===== src/rtl/counter_window_arbiter.sv =====
// Round-robin sequencer sharing one up-counter among NREQ requesters.
// Each grant clears the counter, counts to the latched length, then pulses done.
module counter_window_arbiter #(
  parameter int NREQ = 4,
  parameter int W    = 8
) (
  input  logic              clk,
  input  logic              reset,
  input  logic [NREQ-1:0]   req,
  input  logic [NREQ*W-1:0] len,
  input  logic              abort,
  input  logic [W-1:0]      cnt_q,
  output logic              cnt_clr,
  output logic              cnt_en,
  output logic [NREQ-1:0]   gnt,
  output logic [NREQ-1:0]   done,
  output logic              aborted,
  output logic              busy
);

  // state | meaning
  // IDLE  | waiting for a request; arbitration from ptr
  // CLEAR | owner granted, counter cleared
  // RUN   | counter enabled until it reaches len_lat or abort
  // DONE  | done pulse to owner, ptr advances past owner
  localparam int IW = (NREQ > 1) ? $clog2(NREQ) : 1;

  typedef enum logic [1:0] {IDLE, CLEAR, RUN, DONE} state_t;

  state_t          state, state_d;
  logic [IW-1:0]   ptr, ptr_d, owner, owner_d, pick, cand;
  logic [IW:0]     sum;
  logic            found;
  logic [W-1:0]    len_lat, len_d;
  logic            abt, abt_d;
  logic [NREQ-1:0] gnt_d, done_d;
  logic            clr_d, en_d, aborted_d, busy_d;

  always_comb begin
    found = 1'b0;
    pick  = ptr;
    sum   = '0;
    cand  = '0;
    for (int k = 0; k < NREQ; k++) begin
      sum = {1'b0, ptr} + (IW+1)'(k);
      if (sum >= (IW+1)'(NREQ)) sum = sum - (IW+1)'(NREQ);
      cand = sum[IW-1:0];
      if (!found && req[cand]) begin
        found = 1'b1;
        pick  = cand;
      end
    end
  end

  always_comb begin
    state_d = state;
    owner_d = owner;
    len_d   = len_lat;
    abt_d   = abt;
    ptr_d   = ptr;
    en_d    = 1'b0;
    case (state)
      IDLE: begin
        if (found) begin
          owner_d = pick;
          len_d   = len[pick*W +: W];
          abt_d   = 1'b0;
          state_d = CLEAR;
        end
      end
      CLEAR: begin
        if (abort) begin
          abt_d   = 1'b1;
          state_d = DONE;
        end else begin
          state_d = RUN;
          en_d    = (len_lat != '0);
        end
      end
      RUN: begin
        if (abort) begin
          abt_d   = 1'b1;
          state_d = DONE;
        end else if (cnt_q == len_lat) begin
          state_d = DONE;
        end else begin
          // cnt_en is registered, so predict the counter value it will see
          en_d = ((cnt_q + W'(cnt_en)) != len_lat);
        end
      end
      DONE: begin
        state_d = IDLE;
        ptr_d   = (owner == IW'(NREQ-1)) ? '0 : owner + 1'b1;
      end
      default: state_d = IDLE;
    endcase

    gnt_d     = '0;
    done_d    = '0;
    aborted_d = 1'b0;
    clr_d     = (state_d == CLEAR);
    busy_d    = (state_d != IDLE);
    if (state_d == CLEAR || state_d == RUN) gnt_d[owner_d] = 1'b1;
    if (state_d == DONE) begin
      done_d[owner_d] = 1'b1;
      aborted_d       = abt_d;
    end
  end

  always_ff @(posedge clk) begin
    if (!reset) begin
      state   <= IDLE;
      ptr     <= '0;
      owner   <= '0;
      len_lat <= '0;
      abt     <= 1'b0;
      gnt     <= '0;
      done    <= '0;
      cnt_clr <= 1'b0;
      cnt_en  <= 1'b0;
      aborted <= 1'b0;
      busy    <= 1'b0;
    end else begin
      state   <= state_d;
      ptr     <= ptr_d;
      owner   <= owner_d;
      len_lat <= len_d;
      abt     <= abt_d;
      gnt     <= gnt_d;
      done    <= done_d;
      cnt_clr <= clr_d;
      cnt_en  <= en_d;
      aborted <= aborted_d;
      busy    <= busy_d;
    end
  end

endmodule


===== config.mk =====
export PLATFORM = sky130hd
export DESIGN_NAME = counter_window_arbiter
export DESIGN_NICKNAME = d
export VERILOG_FILES = /design/src/rtl/counter_window_arbiter.sv
export SDC_FILE = /design/constraint.sdc
export NUM_CORES = 1
export LEC_CHECK = 0
export CORE_MARGIN = 1.5
export CORE_UTILIZATION = 40
export CTS_BUF_LIST = sky130_fd_sc_hd__clkbuf_2
export CTS_CLUSTER_DIAMETER = 120
export DETAILED_ROUTE_END_ITERATION = 8
export HOLD_SLACK_MARGIN = 0.1
export PLACE_DENSITY = 0.76
export SETUP_SLACK_MARGIN = 0.3
export SYNTH_ARGS = -nofsm -noshare
export SYNTH_HDL_FRONTEND = slang
export SYNTH_SLANG_ARGS = --single-unit

===== constraint.sdc =====
create_clock -name clk -period 4.7 [get_ports clk]
set_clock_uncertainty 0.05 [all_clocks]
set_input_delay 0.94 -clock clk [delete_from_list [all_inputs] [get_ports clk]]
set_output_delay 0.94 -clock clk [all_outputs]
set_load 0.03 [all_outputs]

# Word level (Yosys, flattened, before mapping)
# Index checks and enable logic that the tools add are counted.
dict set report word_totals {
  register_bits 27
  ram_bits 0
  mem_count 0
  latchBits 0
  input_bits 47
  romBits 0
}
dict set report classes {
  n_lt_le_gt_ge 10
  mul 0
  div_mod_pow 0
  reduce_logical 15
  bitwise_logic 0
  n_addsub 9
  shift 1
  mux 37
  eq_ne 9
}
# op count
set op_table {}
lappend op_table {{32-bit by 6-bit variable part select with 8-bit output} 1}
lappend op_table {{2-bit two-way mux} 14}
lappend op_table {{2-bit by 3-bit < comparator with 1-bit output, second input constant} 5}
lappend op_table {{1-bit two-way mux} 15}
lappend op_table {{2-bit equality test, second input constant} 5}
lappend op_table {{3-bit >= comparator, second input constant} 3}
lappend op_table {{8-bit by 1-bit adder with 8-bit output} 1}
lappend op_table {{1-bit binary-select mux with 2-bit select} 4}
lappend op_table {{8-bit equality test} 1}
lappend op_table {{8-bit inequality test} 1}
lappend op_table {{2-bit case mux with 4 select lines} 1}
lappend op_table {{8-bit nonzero test} 1}
lappend op_table {{2-bit by 1-bit subtractor with 2-bit output, second input constant} 4}
lappend op_table {{2-bit by 2-bit adder with 3-bit output, second input constant} 2}
lappend op_table {{2-bit AND reduction} 3}
lappend op_table {{2-bit by 1-bit equality test with 1-bit output, second input constant} 2}
lappend op_table {{1-bit logical AND} 4}
lappend op_table {{1-bit case mux with 2 select lines} 2}
lappend op_table {{2-bit by 1-bit adder with 3-bit output, second input constant} 1}
lappend op_table {{2-bit by 3-bit >= comparator with 1-bit output, second input constant} 1}
lappend op_table {{1-bit zero test} 3}
lappend op_table {{2-bit by 1-bit adder with 2-bit output, second input constant} 1}
lappend op_table {{1-bit demux with 2-bit select} 1}
lappend op_table {{2-bit by 1-bit >= comparator with 1-bit output, second input constant} 1}
lappend op_table {{4 further kinds} 4}

# Logic depth before layout (Yosys ltp)
dict set report depth {
  ltp_word 20
  ltp_mapped 10
  depth_no_buf 10
}

# Least setup slack after synthesis
# No wires, ideal clock.
dict set report synth_path {
  path_kind {input -> register}
  from {input port cnt_q[7]}
  to {register gnt[0]}
  required_ns 4.572
  path_stages 7
  path_slack_ns 2.251
  arrival_ns 2.321
  cell_sequence {xnor2_1 o2111ai_1 o21ai_0 a31oi_1 ha_1 nand2b_1 nor3_1}
}
dict set report synth_via {
  elab_chain_len 7
  word_cells_on_any_way 8
  cone_classes {eq/ne: 3; mux: 3; reduce/logical: 2}
}
# item line
set synth_rtl {}
lappend synth_rtl {{from (decl)} 12} ;# input logic [W-1:0] cnt_q,
lappend synth_rtl {{8-bit equality test *} 84} ;# end else if (cnt_q == len_lat) begin
lappend synth_rtl {{2-bit two-way mux *} 84}
lappend synth_rtl {{2-bit two-way mux *} 81} ;# if (abort) begin
lappend synth_rtl {{2-bit case mux with 4 select lines *} 62} ;# case (state)
lappend synth_rtl {{2-bit by 1-bit equality test with 1-bit output or 2-bit equality test (tied branches)} 103} ;# if (state_d == CLEAR || state_d == RUN) gnt_d[owner_d] = 1'b1;
lappend synth_rtl {{1-bit logical OR *} 103}
lappend synth_rtl {{2-bit AND reduction (no source line) *} --}
lappend synth_rtl {{to (signal assigned)} 129} ;# gnt <= gnt_d;
lappend synth_rtl {{to (decl)} 15} ;# output logic [NREQ-1:0] gnt,
# Mark *: on every way between the ends. The rest lies on a longest branch, timed or not.
# A chain may end at the register's enable or synchronous reset.

# Final worst setup path
dict set report layout_path {
  from {input port req[1]}
  to {register gnt[0]}
}
dict set report layout_via {
  elab_chain_len 18
  word_cells_on_any_way 35
  cone_classes {order compare: 2; eq/ne: 2; mux: 22; reduce/logical: 9}
}
# item line
set layout_rtl {}
lappend layout_rtl {{from (decl)} 9} ;# input logic [NREQ-1:0] req,
lappend layout_rtl {{1-bit binary-select mux with 2-bit select} 48} ;# if (!found && req[cand]) begin
lappend layout_rtl {{1-bit two-way mux (not written as such)} 48}
lappend layout_rtl {{1-bit two-way mux} 48}
lappend layout_rtl {{1-bit zero test} 48}
lappend layout_rtl {{1-bit logical AND} 48}
lappend layout_rtl {{1-bit two-way mux} 48}
lappend layout_rtl {{1-bit zero test} 48}
lappend layout_rtl {{1-bit logical AND} 48}
lappend layout_rtl {{[... 2 more ...]} --}
lappend layout_rtl {{1-bit logical AND} 48}
lappend layout_rtl {{2-bit two-way mux or 1-bit two-way mux (tied branches)} 48}
lappend layout_rtl {{2-bit two-way mux} 64} ;# if (found) begin
lappend layout_rtl {{2-bit two-way mux} 62}
lappend layout_rtl {{2-bit by 3-bit < comparator with 1-bit output (not written as such) or 2-bit by 1-bit >= comparator with 1-bit output (tied branches)} 103}
lappend layout_rtl {{1-bit logical AND (not written as such)} 103}
lappend layout_rtl {{1-bit two-way mux (not written as such)} 103}
lappend layout_rtl {{1-bit demux with 2-bit select} 103}
# Several ways; a longest one is shown, not always the timed one. The select of a mux whose other input is x is not followed.

==> results.cfg <==
[status]
result_of_the_run = finished clean

[floorplan]
core_mm2 = 0.00400
die_width_um = 67.4
die_h_um = 67.4
num_rows = 23
initial_utilization_pct = 41.4
boundaryPins = 59
floorplan.die_area_mm2 = 0.00454

[sta]
hold_ws_ns = 0.521
timing.final.hold_violations = 0
slew_viol_final = 0
setup_total_negative_slack_ns = 0
fin_crit_ns = 2.88
max_clock_freq_mhz = 347
final_min_period_over_clock_period_pct = 61.3
slew_at_the_pin_closest_to_its_max_slew_limit_ns = 0.913
relSlewSlack_pct = 38.9
setup_repair_after_global_routing_missed_its_margin = false
final-setup-viol-count = 0
final_critical_path_setup_slack_ns = 1.82

[power]
vdd.ir_drop.worst_mv = 0.186
total_power_mw = 0.806
power-per-cell-area_mw_per_mm2 = 350
leakage_power_figure_nw = 0.876

[synthesis]
syn_nets = 247
muxShareOfSynthArea_pct = 10.9
yosys.area_share.xor_xnor_pct = 6.87
synth_compound_gate_area_share_pct = 15.0
portion_of_synthesized_cell_area_occupied_by_the_leading_cell_type_pct = 32.6
synth_simple_gate_area_share_pct = 22.4
number_of_flops_mapped_to_enable_cells_by_yosys = 0
ys_warn_count = 0
yosys.cell_types.count = 35
sequential_to_total_area_share_from_yosys_stat_pct = 32.6
asyncSetResetFlopFracSynth_pct = 0
synth-adder-area-share_pct = 9.06
synthesis.area_per_instance_um2 = 8.81
synth.ff_latch_count = 27
synthCells = 188
synth.cell_area_mm2 = 0.00166
largest_family_of_logic_cells_by_synthesized_area = simple AND/OR/NAND/NOR gates
synth_area_leader_cell = sky130_fd_sc_hd__dfxtp_1
ys_top_cells_by_area = sky130_fd_sc_hd__dfxtp_1 (33%), sky130_fd_sc_hd__mux2i_1 (11%), sky130_fd_sc_hd__ha_1 (9.1%), sky130_fd_sc_hd__o221ai_1 (4.8%), sky130_fd_sc_hd__xnor2_1 (4.8%)
synth_flop_cell = sky130_fd_sc_hd__dfxtp_1

[final_layout]
num_antenna_cells = 0
multiInputGateArea_mm2 = 0.00106
final_cells = 297
synthToLayoutAreaGrowth_pct = 39.0
post_route_cells_drive_above_1_share_pct = 3.24
finalInstanceArea_mm2 = 0.00230
finalCoreUtilization_pct = 57.6
count_of_nets_after_finishing = 307
fillerInstances = 357
final-seq-area_um2 = 541

[place]
placedCellCount = 293
dp_slack_ns = 1.43
gp_congestion = 0.862
placedInstanceArea_mm2 = 0.00228
dp.final_hpwl_um = 2960
port_buffers = 58

[clock_network]
clk_pin_slew_worst_paths_ns = 0.26
cts_hold_buffers = 0
clock_latency_ns = 0.35
post_cts.repair.setup_buffers = 0
cts_max_path_buffers = 2
cts_tree = done
cts_resized = 0
clock_tree.htree_level_count = 1
cts.root.buffer_cell = sky130_fd_sc_hd__clkbuf_2
clock-sinks = 27
cts_inserted_buffers = 3

[global_routing]
globalRouteOverflowTotal = 0
first_global_vias = 1379
global_route_wire_length_before_repair_um = 5980
grtUsageTotal_pct = 16.9
grt_start_max_net_pins = 17
grt_antenna_before_repair = 0

[hold_path]
hold_end = len_lat[3]$_SDFFE_PN0P_
hold_critical_path_depth = 2
holdCritPathClass = reg -> reg
hold_start = len_lat[3]$_SDFFE_PN0P_

[setup_path]
r2r-end = gnt[0]$_SDFF_PN0_
critical_path.cell_chain = clkdlybuf4s50_1 > nor4_1 > nand3_1 > o21ai_0 > a31oi_1 > ha_1 > nand2b_1 > nor3_1
crit_path_end_kind = flip-flop
critPathMaxStageDelay_ns = 0.62
crit_path_max_fanout = 7
timing.rr.start = len_lat[7]$_SDFFE_PN0P_
timing.critical_path.required_ns = 4.95
critPathSlowestCell = sky130_fd_sc_hd__nor4_1
r2r_slack_ns = 2.44
cp.arrival_ns = 3.13
ff2ff_path_depth = 7
crit_type = in -> reg
timing.critical_path.from_type = primary input

[drt]
drcViolationCount = 0
met2WireLength_um = 1790
totalWireLength_um = 3660
met3_length_um = 114
wirelength_met1_um = 1720
top_signal_layer_used = met4
initialDrtViolationCount = 99
routed-via-count = 1513
ant_nets = 0
vias_per_cell = 5.09
detailed_router_iteration_count_before_antenna_repair = 4
routedWlPerCell_um = 12.3

[run]
maxCapViolCount = 0
-- worst max-delay path: cells and delay by family --
family          cells  cell delay (ns)
compound gates      2             0.22
fa+ha+maj           1             0.32
buf+inv             1             0.52
simple gates        4             1.13
-- placed cells by master (no fill, tap or decap), types with 6 or more instances in the layout --
| master | netlist | final |
|---|---|---|
| sky130_fd_sc_hd__clkdlybuf4s50_1 | 0 | 58 |
| sky130_fd_sc_hd__xnor2_1 | 9 | 9 |
| sky130_fd_sc_hd__dfxtp_1 | 27 | 27 |
| sky130_fd_sc_hd__nor2_1 | 20 | 20 |
| sky130_fd_sc_hd__nand2_1 | 17 | 17 |
| sky130_fd_sc_hd__mux2i_1 | 18 | 18 |
| sky130_fd_sc_hd__ha_1 | 12 | 12 |
| sky130_fd_sc_hd__o21ai_0 | 7 | 7 |
| sky130_fd_sc_hd__inv_1 | 9 | 9 |
| sky130_fd_sc_hd__o221ai_1 | 9 | 9 |
| sky130_fd_sc_hd__nand2b_1 | 6 | 6 |
-- Yosys cell counts (4+ instances only) --
library cell / count
sky130_fd_sc_hd__nor2_1: 20
sky130_fd_sc_hd__nand2b_1: 6
sky130_fd_sc_hd__ha_1: 12
sky130_fd_sc_hd__inv_1: 9
sky130_fd_sc_hd__xnor2_1: 9
sky130_fd_sc_hd__dfxtp_1: 27
sky130_fd_sc_hd__o221ai_1: 9
sky130_fd_sc_hd__o21ai_0: 7
sky130_fd_sc_hd__nand3_1: 5
sky130_fd_sc_hd__a21oi_1: 4
sky130_fd_sc_hd__mux2i_1: 18
sky130_fd_sc_hd__nor4_1: 4
sky130_fd_sc_hd__and2_1: 5
sky130_fd_sc_hd__xor2_1: 4
sky130_fd_sc_hd__nand2_1: 17
-- final cells by class --
class | count | area share [%]
flip-flops and latches | 27 | 23.5
multi-input cells | 149 | 46.1
clock buffers | 3 | 0.652
repair buffers | 58 | 25.2
inverters | 9 | 1.47
well taps | 50 | 2.72
clock inverters | 1 | 0.326
-- flip-flops by register name, indices dropped and copies added (netlist names) --
register  cells
owner         2
abt           1
ptr           2
cnt_en        1
len_lat       8
done          4
state         2
busy          1
aborted       1
cnt_clr       1
gnt           4
-- routing by layer --
metal  vias up  global-route usage [%]
met3         4                    1.67
met1       687                    23.5
li1        790                       -
met5         -                       0
met4         0                    5.87
met2        32                    27.4
-- worst max-delay path by stage --
| stage | slack, ns | to | cells after the start | start |
|---|---|---|---|---|
| 4_1_cts | 1.87 | len_lat[1]$_SDFFE_PN0P_ | 6 | req[2] |
| 6_report | 1.82 | gnt[0]$_SDFF_PN0_ | 8 | req[1] |
| 5_1_grt | 1.70 | gnt[0]$_SDFF_PN0_ | 8 | cnt_q[7] |
| 3_5_place_dp | 1.43 | len_lat[1]$_SDFFE_PN0P_ | 6 | req[0] |
| 2_1_floorplan | 2.25 | gnt[0]$_SDFF_PN0_ | 7 | cnt_q[7] |
| 3_3_place_gp | 1.46 | len_lat[1]$_SDFFE_PN0P_ | 6 | req[2] |
-- cell families (layout without fill, tap and decap cells) --
family	after synthesis	count (layout)
flip-flops	27	27
buffers and inverters	12	71
multiplexers	18	18
XOR/XNOR	13	13
adder cells (fa/ha/maj)	12	12
AND/OR/NAND/NOR	73	73
AO/OA/AOI/OAI	33	33
-- power breakdown --
group | switching [mW] | internal (mW) | total (mW)
clock network | 0.0694 | 0.0197 | 0.0892
registers | 0.0407 | 0.277 | 0.318
logic | 0.214 | 0.185 | 0.398
total | 0.324 | 0.482 | 0.806
Power figures use the tool's default switching activity.
